[src/rtl/GAM_package.sv]
// GAM_package: shared types, select codes and state encoding for the
// GAM memory-layer learning controller.
package GAM_package;

  typedef enum logic [1:0] {
    LT = 2'd0,
    EQ = 2'd1,
    GT = 2'd2
  } comparator_T;

  typedef enum logic {
    RD = 1'b0,
    WR = 1'b1
  } RD_WR_T;

  localparam logic [1:0] MUX1_NODE_CNT = 2'd0;
  localparam logic [1:0] MUX1_SCAN_CNT = 2'd1;
  localparam logic [1:0] MUX1_S1       = 2'd2;
  localparam logic [1:0] MUX1_S2       = 2'd3;

  localparam logic [1:0] MUX2_X        = 2'd0;
  localparam logic [1:0] MUX2_WS1      = 2'd1;
  localparam logic [1:0] MUX2_WS2      = 2'd2;

  localparam logic [1:0] MUX3_TH_INIT  = 2'd0;
  localparam logic [1:0] MUX3_TH_S1    = 2'd2;

  localparam logic [1:0] MUX4_M_INIT   = 2'd0;
  localparam logic [1:0] MUX4_M_INC    = 2'd1;

  localparam logic [1:0] MUX5_CLASS    = 2'd0;
  localparam logic [1:0] MUX5_SCAN     = 2'd1;
  localparam logic [1:0] MUX5_THS1     = 2'd2;

  localparam logic [1:0] MUX6_CX       = 2'd0;
  localparam logic [1:0] MUX6_TOTAL    = 2'd1;
  localparam logic [1:0] MUX6_MIN1     = 2'd2;

  localparam logic [1:0] DEMUX_ED      = 2'd0;
  localparam logic [1:0] DEMUX_WS1     = 2'd1;
  localparam logic [1:0] DEMUX_WS2     = 2'd2;

  typedef enum logic [3:0] {
    IDLE,
    LOAD,
    SCAN_CHK,
    SCAN_RD,
    SCAN_CMP,
    THR_RD,
    THR_CMP,
    INSERT,
    UPD_S1,
    RD_S2,
    UPD_S2,
    CONNECT,
    FINISH
  } mlc_state_T;

  typedef struct packed {
    logic       ld_upcounter;
    logic       en_upcounter;
    logic       en_node_counter;
    logic       x_c;
    logic       c_c;
    logic       w_c;
    logic       t_c;
    logic       m_c;
    RD_WR_T     rd_wr;
    logic [1:0] mux1;
    logic [1:0] mux2;
    logic [1:0] mux3;
    logic [1:0] mux4;
    logic [1:0] mux5;
    logic [1:0] mux6;
    logic [1:0] demux;
    logic       busy;
    logic       done;
  } mlc_out_T;

endpackage

[src/rtl/memory_layer_controller.sv]
// memory_layer_controller: learning-phase FSM driving the GAM memory-layer datapath.
// Define GAM_CTRL_CONNECT_EN to include the CONNECT state that links both winners.
module memory_layer_controller
  import GAM_package::*;
#(
  parameter int unsigned NODE_MAX = 64,
  parameter int unsigned CW       = $clog2(NODE_MAX + 1)
) (
  input  logic        clk,
  input  logic        rst,
  input  logic        start,
  input  logic        last_sample,
  input  comparator_T comparator_c,
  output logic        ld_upcounter,
  output logic        en_upcounter,
  output logic        en_node_counter,
  output logic        en_connection,
  output logic        en_2min,
  output logic        learning_done,
  output logic        X_c,
  output logic        C_c,
  output logic        W_c,
  output logic        T_c,
  output logic        M_c,
  output RD_WR_T      RD_WR_c,
  output logic [1:0]  mux1_sel,
  output logic [1:0]  mux2_sel,
  output logic [1:0]  mux3_sel,
  output logic [1:0]  mux4_sel,
  output logic [1:0]  mux5_sel,
  output logic [1:0]  mux6_sel,
  output logic [1:0]  demux_sel,
  output logic        busy,
  output logic        done,
  output logic        overflow
);

  mlc_state_T      state;
  mlc_state_T      state_nx;
  mlc_out_T        out_q;
  mlc_out_T        out_nx;
  logic [CW-1:0]   node_total;
  logic [1:0]      match_cnt;
  logic            last_q;
  logic            overflow_q;
  logic            learning_done_q;
  logic            node_full;

  assign node_full = (node_total == CW'(NODE_MAX));

  always_comb begin
    state_nx = state;
    case (state)
      IDLE:     if (start && !learning_done_q) state_nx = LOAD;
      LOAD:     state_nx = SCAN_CHK;
      SCAN_CHK: begin
        if (comparator_c == EQ) state_nx = (match_cnt == 2'd0) ? INSERT : THR_RD;
        else                    state_nx = SCAN_RD;
      end
      SCAN_RD:  state_nx = SCAN_CMP;
      SCAN_CMP: state_nx = SCAN_CHK;
      THR_RD:   state_nx = THR_CMP;
      THR_CMP:  state_nx = (comparator_c == LT) ? INSERT : UPD_S1;
      INSERT:   state_nx = FINISH;
      UPD_S1:   state_nx = (match_cnt == 2'd1) ? FINISH : RD_S2;
      RD_S2:    state_nx = UPD_S2;
`ifdef GAM_CTRL_CONNECT_EN
      UPD_S2:   state_nx = CONNECT;
`else
      UPD_S2:   state_nx = FINISH;
`endif
      CONNECT:  state_nx = FINISH;
      FINISH:   state_nx = IDLE;
      default:  state_nx = IDLE;
    endcase
  end

  // Outputs are decoded from the next state so they are registered and
  // line up with the state they belong to.
  always_comb begin
    out_nx       = '0;
    out_nx.rd_wr = RD;
    out_nx.busy  = (state_nx != IDLE);
    case (state_nx)
      LOAD: begin
        out_nx.ld_upcounter = 1'b1;
        out_nx.x_c          = 1'b1;
        out_nx.c_c          = 1'b1;
        out_nx.rd_wr        = WR;
      end
      SCAN_CHK: begin
        out_nx.mux5 = MUX5_SCAN;
        out_nx.mux6 = MUX6_TOTAL;
      end
      SCAN_RD: begin
        out_nx.mux1  = MUX1_SCAN_CNT;
        out_nx.c_c   = 1'b1;
        out_nx.w_c   = 1'b1;
        out_nx.demux = DEMUX_ED;
      end
      SCAN_CMP: begin
        out_nx.mux5         = MUX5_CLASS;
        out_nx.mux6         = MUX6_CX;
        out_nx.en_upcounter = 1'b1;
      end
      THR_RD: begin
        out_nx.mux1  = MUX1_S1;
        out_nx.w_c   = 1'b1;
        out_nx.t_c   = 1'b1;
        out_nx.m_c   = 1'b1;
        out_nx.demux = DEMUX_WS1;
      end
      THR_CMP: begin
        out_nx.mux5 = MUX5_THS1;
        out_nx.mux6 = MUX6_MIN1;
      end
      INSERT: begin
        if (!node_full) begin
          out_nx.mux1            = MUX1_NODE_CNT;
          out_nx.x_c             = 1'b1;
          out_nx.c_c             = 1'b1;
          out_nx.w_c             = 1'b1;
          out_nx.t_c             = 1'b1;
          out_nx.m_c             = 1'b1;
          out_nx.rd_wr           = WR;
          out_nx.mux2            = MUX2_X;
          out_nx.mux3            = MUX3_TH_INIT;
          out_nx.mux4            = MUX4_M_INIT;
          out_nx.en_node_counter = 1'b1;
        end
      end
      UPD_S1: begin
        out_nx.mux1  = MUX1_S1;
        out_nx.w_c   = 1'b1;
        out_nx.t_c   = 1'b1;
        out_nx.m_c   = 1'b1;
        out_nx.rd_wr = WR;
        out_nx.mux2  = MUX2_WS1;
        out_nx.mux3  = MUX3_TH_S1;
        out_nx.mux4  = MUX4_M_INC;
      end
      RD_S2: begin
        out_nx.mux1  = MUX1_S2;
        out_nx.w_c   = 1'b1;
        out_nx.demux = DEMUX_WS2;
      end
      UPD_S2: begin
        out_nx.mux1  = MUX1_S2;
        out_nx.w_c   = 1'b1;
        out_nx.rd_wr = WR;
        out_nx.mux2  = MUX2_WS2;
      end
      FINISH:  out_nx.done = 1'b1;
      default: ;
    endcase
  end

  always_ff @(posedge clk) begin
    if (rst) begin
      state           <= IDLE;
      out_q           <= '0;
      node_total      <= '0;
      match_cnt       <= '0;
      last_q          <= 1'b0;
      overflow_q      <= 1'b0;
      learning_done_q <= 1'b0;
    end else begin
      state <= state_nx;
      out_q <= out_nx;
      if (state == IDLE && state_nx == LOAD) begin
        last_q    <= last_sample;
        match_cnt <= '0;
      end
      if (state == SCAN_CMP && comparator_c == EQ && match_cnt != 2'd2)
        match_cnt <= match_cnt + 2'd1;
      if (state_nx == INSERT) begin
        if (node_full) overflow_q <= 1'b1;
        else           node_total <= node_total + 1'b1;
      end
      if (state_nx == FINISH && last_q)
        learning_done_q <= 1'b1;
    end
  end

`ifdef GAM_CTRL_CONNECT_EN
  logic en_connection_q;

  always_ff @(posedge clk) begin
    if (rst) en_connection_q <= 1'b0;
    else     en_connection_q <= (state_nx == CONNECT);
  end

  assign en_connection = en_connection_q;
`else
  assign en_connection = 1'b0;
`endif

  // The 2-min unit must capture the ED in the very cycle the class compare
  // hits, so this enable follows the comparator rather than a register.
  assign en_2min = (state == SCAN_CMP) && (comparator_c == EQ);

  assign ld_upcounter    = out_q.ld_upcounter;
  assign en_upcounter    = out_q.en_upcounter;
  assign en_node_counter = out_q.en_node_counter;
  assign X_c             = out_q.x_c;
  assign C_c             = out_q.c_c;
  assign W_c             = out_q.w_c;
  assign T_c             = out_q.t_c;
  assign M_c             = out_q.m_c;
  assign RD_WR_c         = out_q.rd_wr;
  assign mux1_sel        = out_q.mux1;
  assign mux2_sel        = out_q.mux2;
  assign mux3_sel        = out_q.mux3;
  assign mux4_sel        = out_q.mux4;
  assign mux5_sel        = out_q.mux5;
  assign mux6_sel        = out_q.mux6;
  assign demux_sel       = out_q.demux;
  assign busy            = out_q.busy;
  assign done            = out_q.done;
  assign overflow        = overflow_q;
  assign learning_done   = learning_done_q;

endmodule

[config.mk]
export PLATFORM = sky130hd
export DESIGN_NAME = memory_layer_controller
export DESIGN_NICKNAME = d
export VERILOG_FILES = /design/src/rtl/GAM_package.sv /design/src/rtl/memory_layer_controller.sv
export SDC_FILE = /design/constraint.sdc
export NUM_CORES = 1
export LEC_CHECK = 0
export ABC_AREA = 1
export BUFFER_PORTS_ARGS = -buffer_cell sky130_fd_sc_hd__buf_2
export CAP_MARGIN = 20
export CORE_ASPECT_RATIO = 1.75
export CORE_MARGIN = 2
export CORE_UTILIZATION = 43
export CTS_CLUSTER_DIAMETER = 80
export CTS_CLUSTER_SIZE = 10
export DETAILED_ROUTE_END_ITERATION = 8
export PLACE_DENSITY = 0.68
export SYNTH_ARGS = -nofsm -noshare
export SYNTH_HDL_FRONTEND = slang
export SYNTH_SLANG_ARGS = --single-unit
[constraint.sdc]
create_clock -name clk -period 1.4 [get_ports clk]
set_input_delay 0.07 -clock clk [delete_from_list [all_inputs] [get_ports clk]]
set_output_delay 0.07 -clock clk [all_outputs]
set_load 0.05 [all_outputs]
==> summary by stage <==
Worst setup path
The required time of the critical path is around 1600 ps. The kind of capture point of the worst setup path is a flip-flop. The register-to-register path setup slack is -140 ps.

The most critical setup path has its startpoint at state[2]$_SDFF_PP0_. The length in cells of the worst reg-to-reg path is 11. The critical path launch point type is a flip-flop. The setup path with the least slack is of type reg -> reg. Data arrives at the worst endpoint at between 1500 and 2000 ps.

Along the worst path, the maximum fanout reaches 8. The critical path ends at en_node_counter$_SDFF_PP0_. The capture point of the worst reg-to-reg path is en_node_counter$_SDFF_PP0_. The startpoint identified for the worst register-to-register timing path is state[2]$_SDFF_PP0_.

Die
The core region is approximately 3600 um^2. The floorplan step defined a die boundary enclosing ~4300 um^2. 35 I/O pins were placed.

The die height is between 80 and 90 um. The floorplan has 29 rows. The starting density of the core is 44.8%.

The die is about 50 um wide.

STA
The post-route setup TNS is -1470 ps. The max-slew violation total from the final report is 0. The routed design could run at a clock period as short as 1540 ps. Derived from the worst setup path, the maximum achievable clock frequency is 650 MHz. The worst-case clock skew is around 10 ps. The share of the clock period used by the worst path is 110%. In the post-route analysis, the smallest setup slack over all paths is -139 ps.

Setup repair after global routing could not meet its margin everywhere. The worst hold slack after final layout is approximately 37 ps. Setup violations remaining at the end of the flow were counted as 18. The total count of hold-check failures in the final report was 0.

Logic synthesis
The top flip-flop cell by instance count after synthesis is dfxtp_1. A synthesized cell averages between 7 and 8 um^2. For this run, the number of Yosys warnings is 0. By count the netlist is led by nor2_1 (38), dfxtp_1 (34), nand2_1 (29). Synthesis produced a netlist whose cell count is approximately 210. The share of synthesized registers carrying an async set or reset is 0%.

nor2_1 is the most common cell in the netlist. The leading area contributor after synthesis is dfxtp_1. The post-synthesis cell area is between 1500 and 2000 um^2. For this run, the register share of the synthesized area comes to 41.9%. In this run, distinct cell masters in the synthesized netlist total 29. In this run the biggest area consumer among cell types represents 41.9% of the synthesized area. Ranked by total cell area, the synthesized netlist is headed by dfxtp_1 (42%), nor2_1 (8.8%), nand2_1 (6.7%). Counting flops with a built-in enable in the synthesized netlist gives 0. Synthesis inferred 34 register bits.

Clock network
TritonCTS built the clock tree. The clock net sink count is 34. TritonCTS created 5 clock buffers.

The maximum level of the CTS H-tree is 2. At the later pin of the worst-skew pair, clock insertion delay measures between 200 and 300 ps. No sink is reached through more buffers than the 2 on the longest clock path. The root buffer cell is clkbuf_8. The clock input transition at the sequential cells of the worst setup and hold paths is ~80 ps.

The number of hold buffers added after CTS was 0.

GRT
The total routing resource utilization after global routing is slightly above 20%. The via count of the first global-routing pass is 1515. The first global-routing pass estimated between 6 and 7 mm of wire. The initial antenna violation count is 0. The total overflow left after global routing is 0.

Entering global routing, the biggest net connects 14 pins.

Placed design
Detailed placement finished with a half-perimeter wire length of around 2.9 mm. The global placer's final weighted congestion is approximately 0.85. The count of input and output buffers is 31. In this run the cell area measured after placement is a little under 2000 um^2.

Drt
The pre-antenna-repair detailed-routing pass consisted of 4 iterations. The count of nets left with antenna violations once routing finished came out at 0. The number of remaining DRC errors is 0. The via density per instance is 5.00.

The detailed router placed around 1600 vias in this run. After detailed routing, the average wire length per cell comes to 12.7 um. Summed over all layers, the routed wires come to roughly 4 mm. The detailed router finished its first iteration with 48 violations.

Layout
The final-stage net count is 277. The total inserted antenna cells is 0. The final design instance area without fill is about 2200 um^2. The area growth from synthesis to layout is 37.9%. The end-of-flow core utilization is around three fifths. The fraction of final layout cells sized beyond drive strength 1 is 44.6%.

Min path
The class of the worst hold path is in -> reg.

Power
In this run the power density over the cells is 1260 nW/um^2. The leakage power figure is between 1 and 1.5 nW. The maximum VDD drop is between 0.7 and 0.8 mV.

Outcome
The run finished, with violations left. The final reports fail on setup timing.

Job
The number of max-cap violations is 0.
-- through the flow --
stage	cells	worst slack (ps)	total power, mW
2_1_floorplan	215	-47.2	1.60
4_1_cts	313	-79.1	2.80
6_report	313	-139	2.83
3_3_place_gp	303	-119	1.83
5_1_grt	313	-222	2.96
3_5_place_dp	303	-118	1.84
-- state kept, by name, indices dropped and copies added, names as in the netlist, 2 cells and up --
signal and flops:
node_total 7, state 4, demux_sel 2, match_cnt 2
mux1_sel 2, mux5_sel 2
-- report_power, final --
group	switching (mW)	internal, mW	total, mW
Combinational	0.546	0.286	0.832
Sequential	0.0472	1.03	1.07
Clock	0.392	0.532	0.924
-- worst min path at each step --
stage	start	to	cells past startpoint
after floorplan	last_sample	last_q$_SDFFE_PP0P_	2
after global placement	last_sample	last_q$_SDFFE_PP0P_	3
after detailed placement	last_sample	last_q$_SDFFE_PP0P_	3
after CTS	last_sample	last_q$_SDFFE_PP0P_	3
after global routing	last_sample	last_q$_SDFFE_PP0P_	3
final	last_sample	last_q$_SDFFE_PP0P_	3
-- kinds of logic after synthesis --
logic type	Yosys count	synth area share [%]
adder cells (fa/ha/maj)	5	3.85
AO/OA/AOI/OAI	19	6.93
buffers and inverters	42	12.2
flip-flops	34	41.9
AND/OR/NAND/NOR	107	32.2
other	1	0.231
XOR/XNOR	5	2.70
-- layout by cell type (no fill, tap or decap), drive strengths merged --
cell / instances
buf: 55
nor2: 42
nand2: 35
dfxtp: 34
inv: 32
nand3: 17
a21oi: 9
nor3: 6
xor2: 5
nand4: 5
clkbuf: 5
a31oi: 5
ha: 5
conb: 3
o21ai: 3
o21a: 2
nor4: 2
nor3b: 1
bufinv: 1
-- worst max-delay path: stages, from the launching register on --
cell     delay, ps
dfxtp_4        410
nand2_2         70
inv_1           90
nand3_4        130
nand2_2        140
inv_2           50
nand2_4         70
nand2_4         60
inv_4           90
nand3_4        130
buf_4          170
nor2_1          70
-- per-layer routing --
layer	vias to the layer above	track usage, %	part of all wire [%]
met3	17	4.75	4.4
met1	724	18.8	36
met5	-	0	0
li1	770	-	-
met4	0	9.83	4.4
met2	54	40.3	56
-- timing repair --
action                     in CTS  in global routing
cloned                          1                  0
setup endpoints to repair      19                 26
resized for setup              25                 10
pin swaps                       7                  4
buffers inserted                1                  0
-- cell type report --
class,instances,area [um^2]
flip-flops and latches,34,704
multi-input cells,140,896
clock buffers,5,68.8
clock inverters,3,42.5
fillers,324,1390
inverters,30,118
repair buffers,55,353
well taps,46,57.6
(Power assumes the default switching activity.)
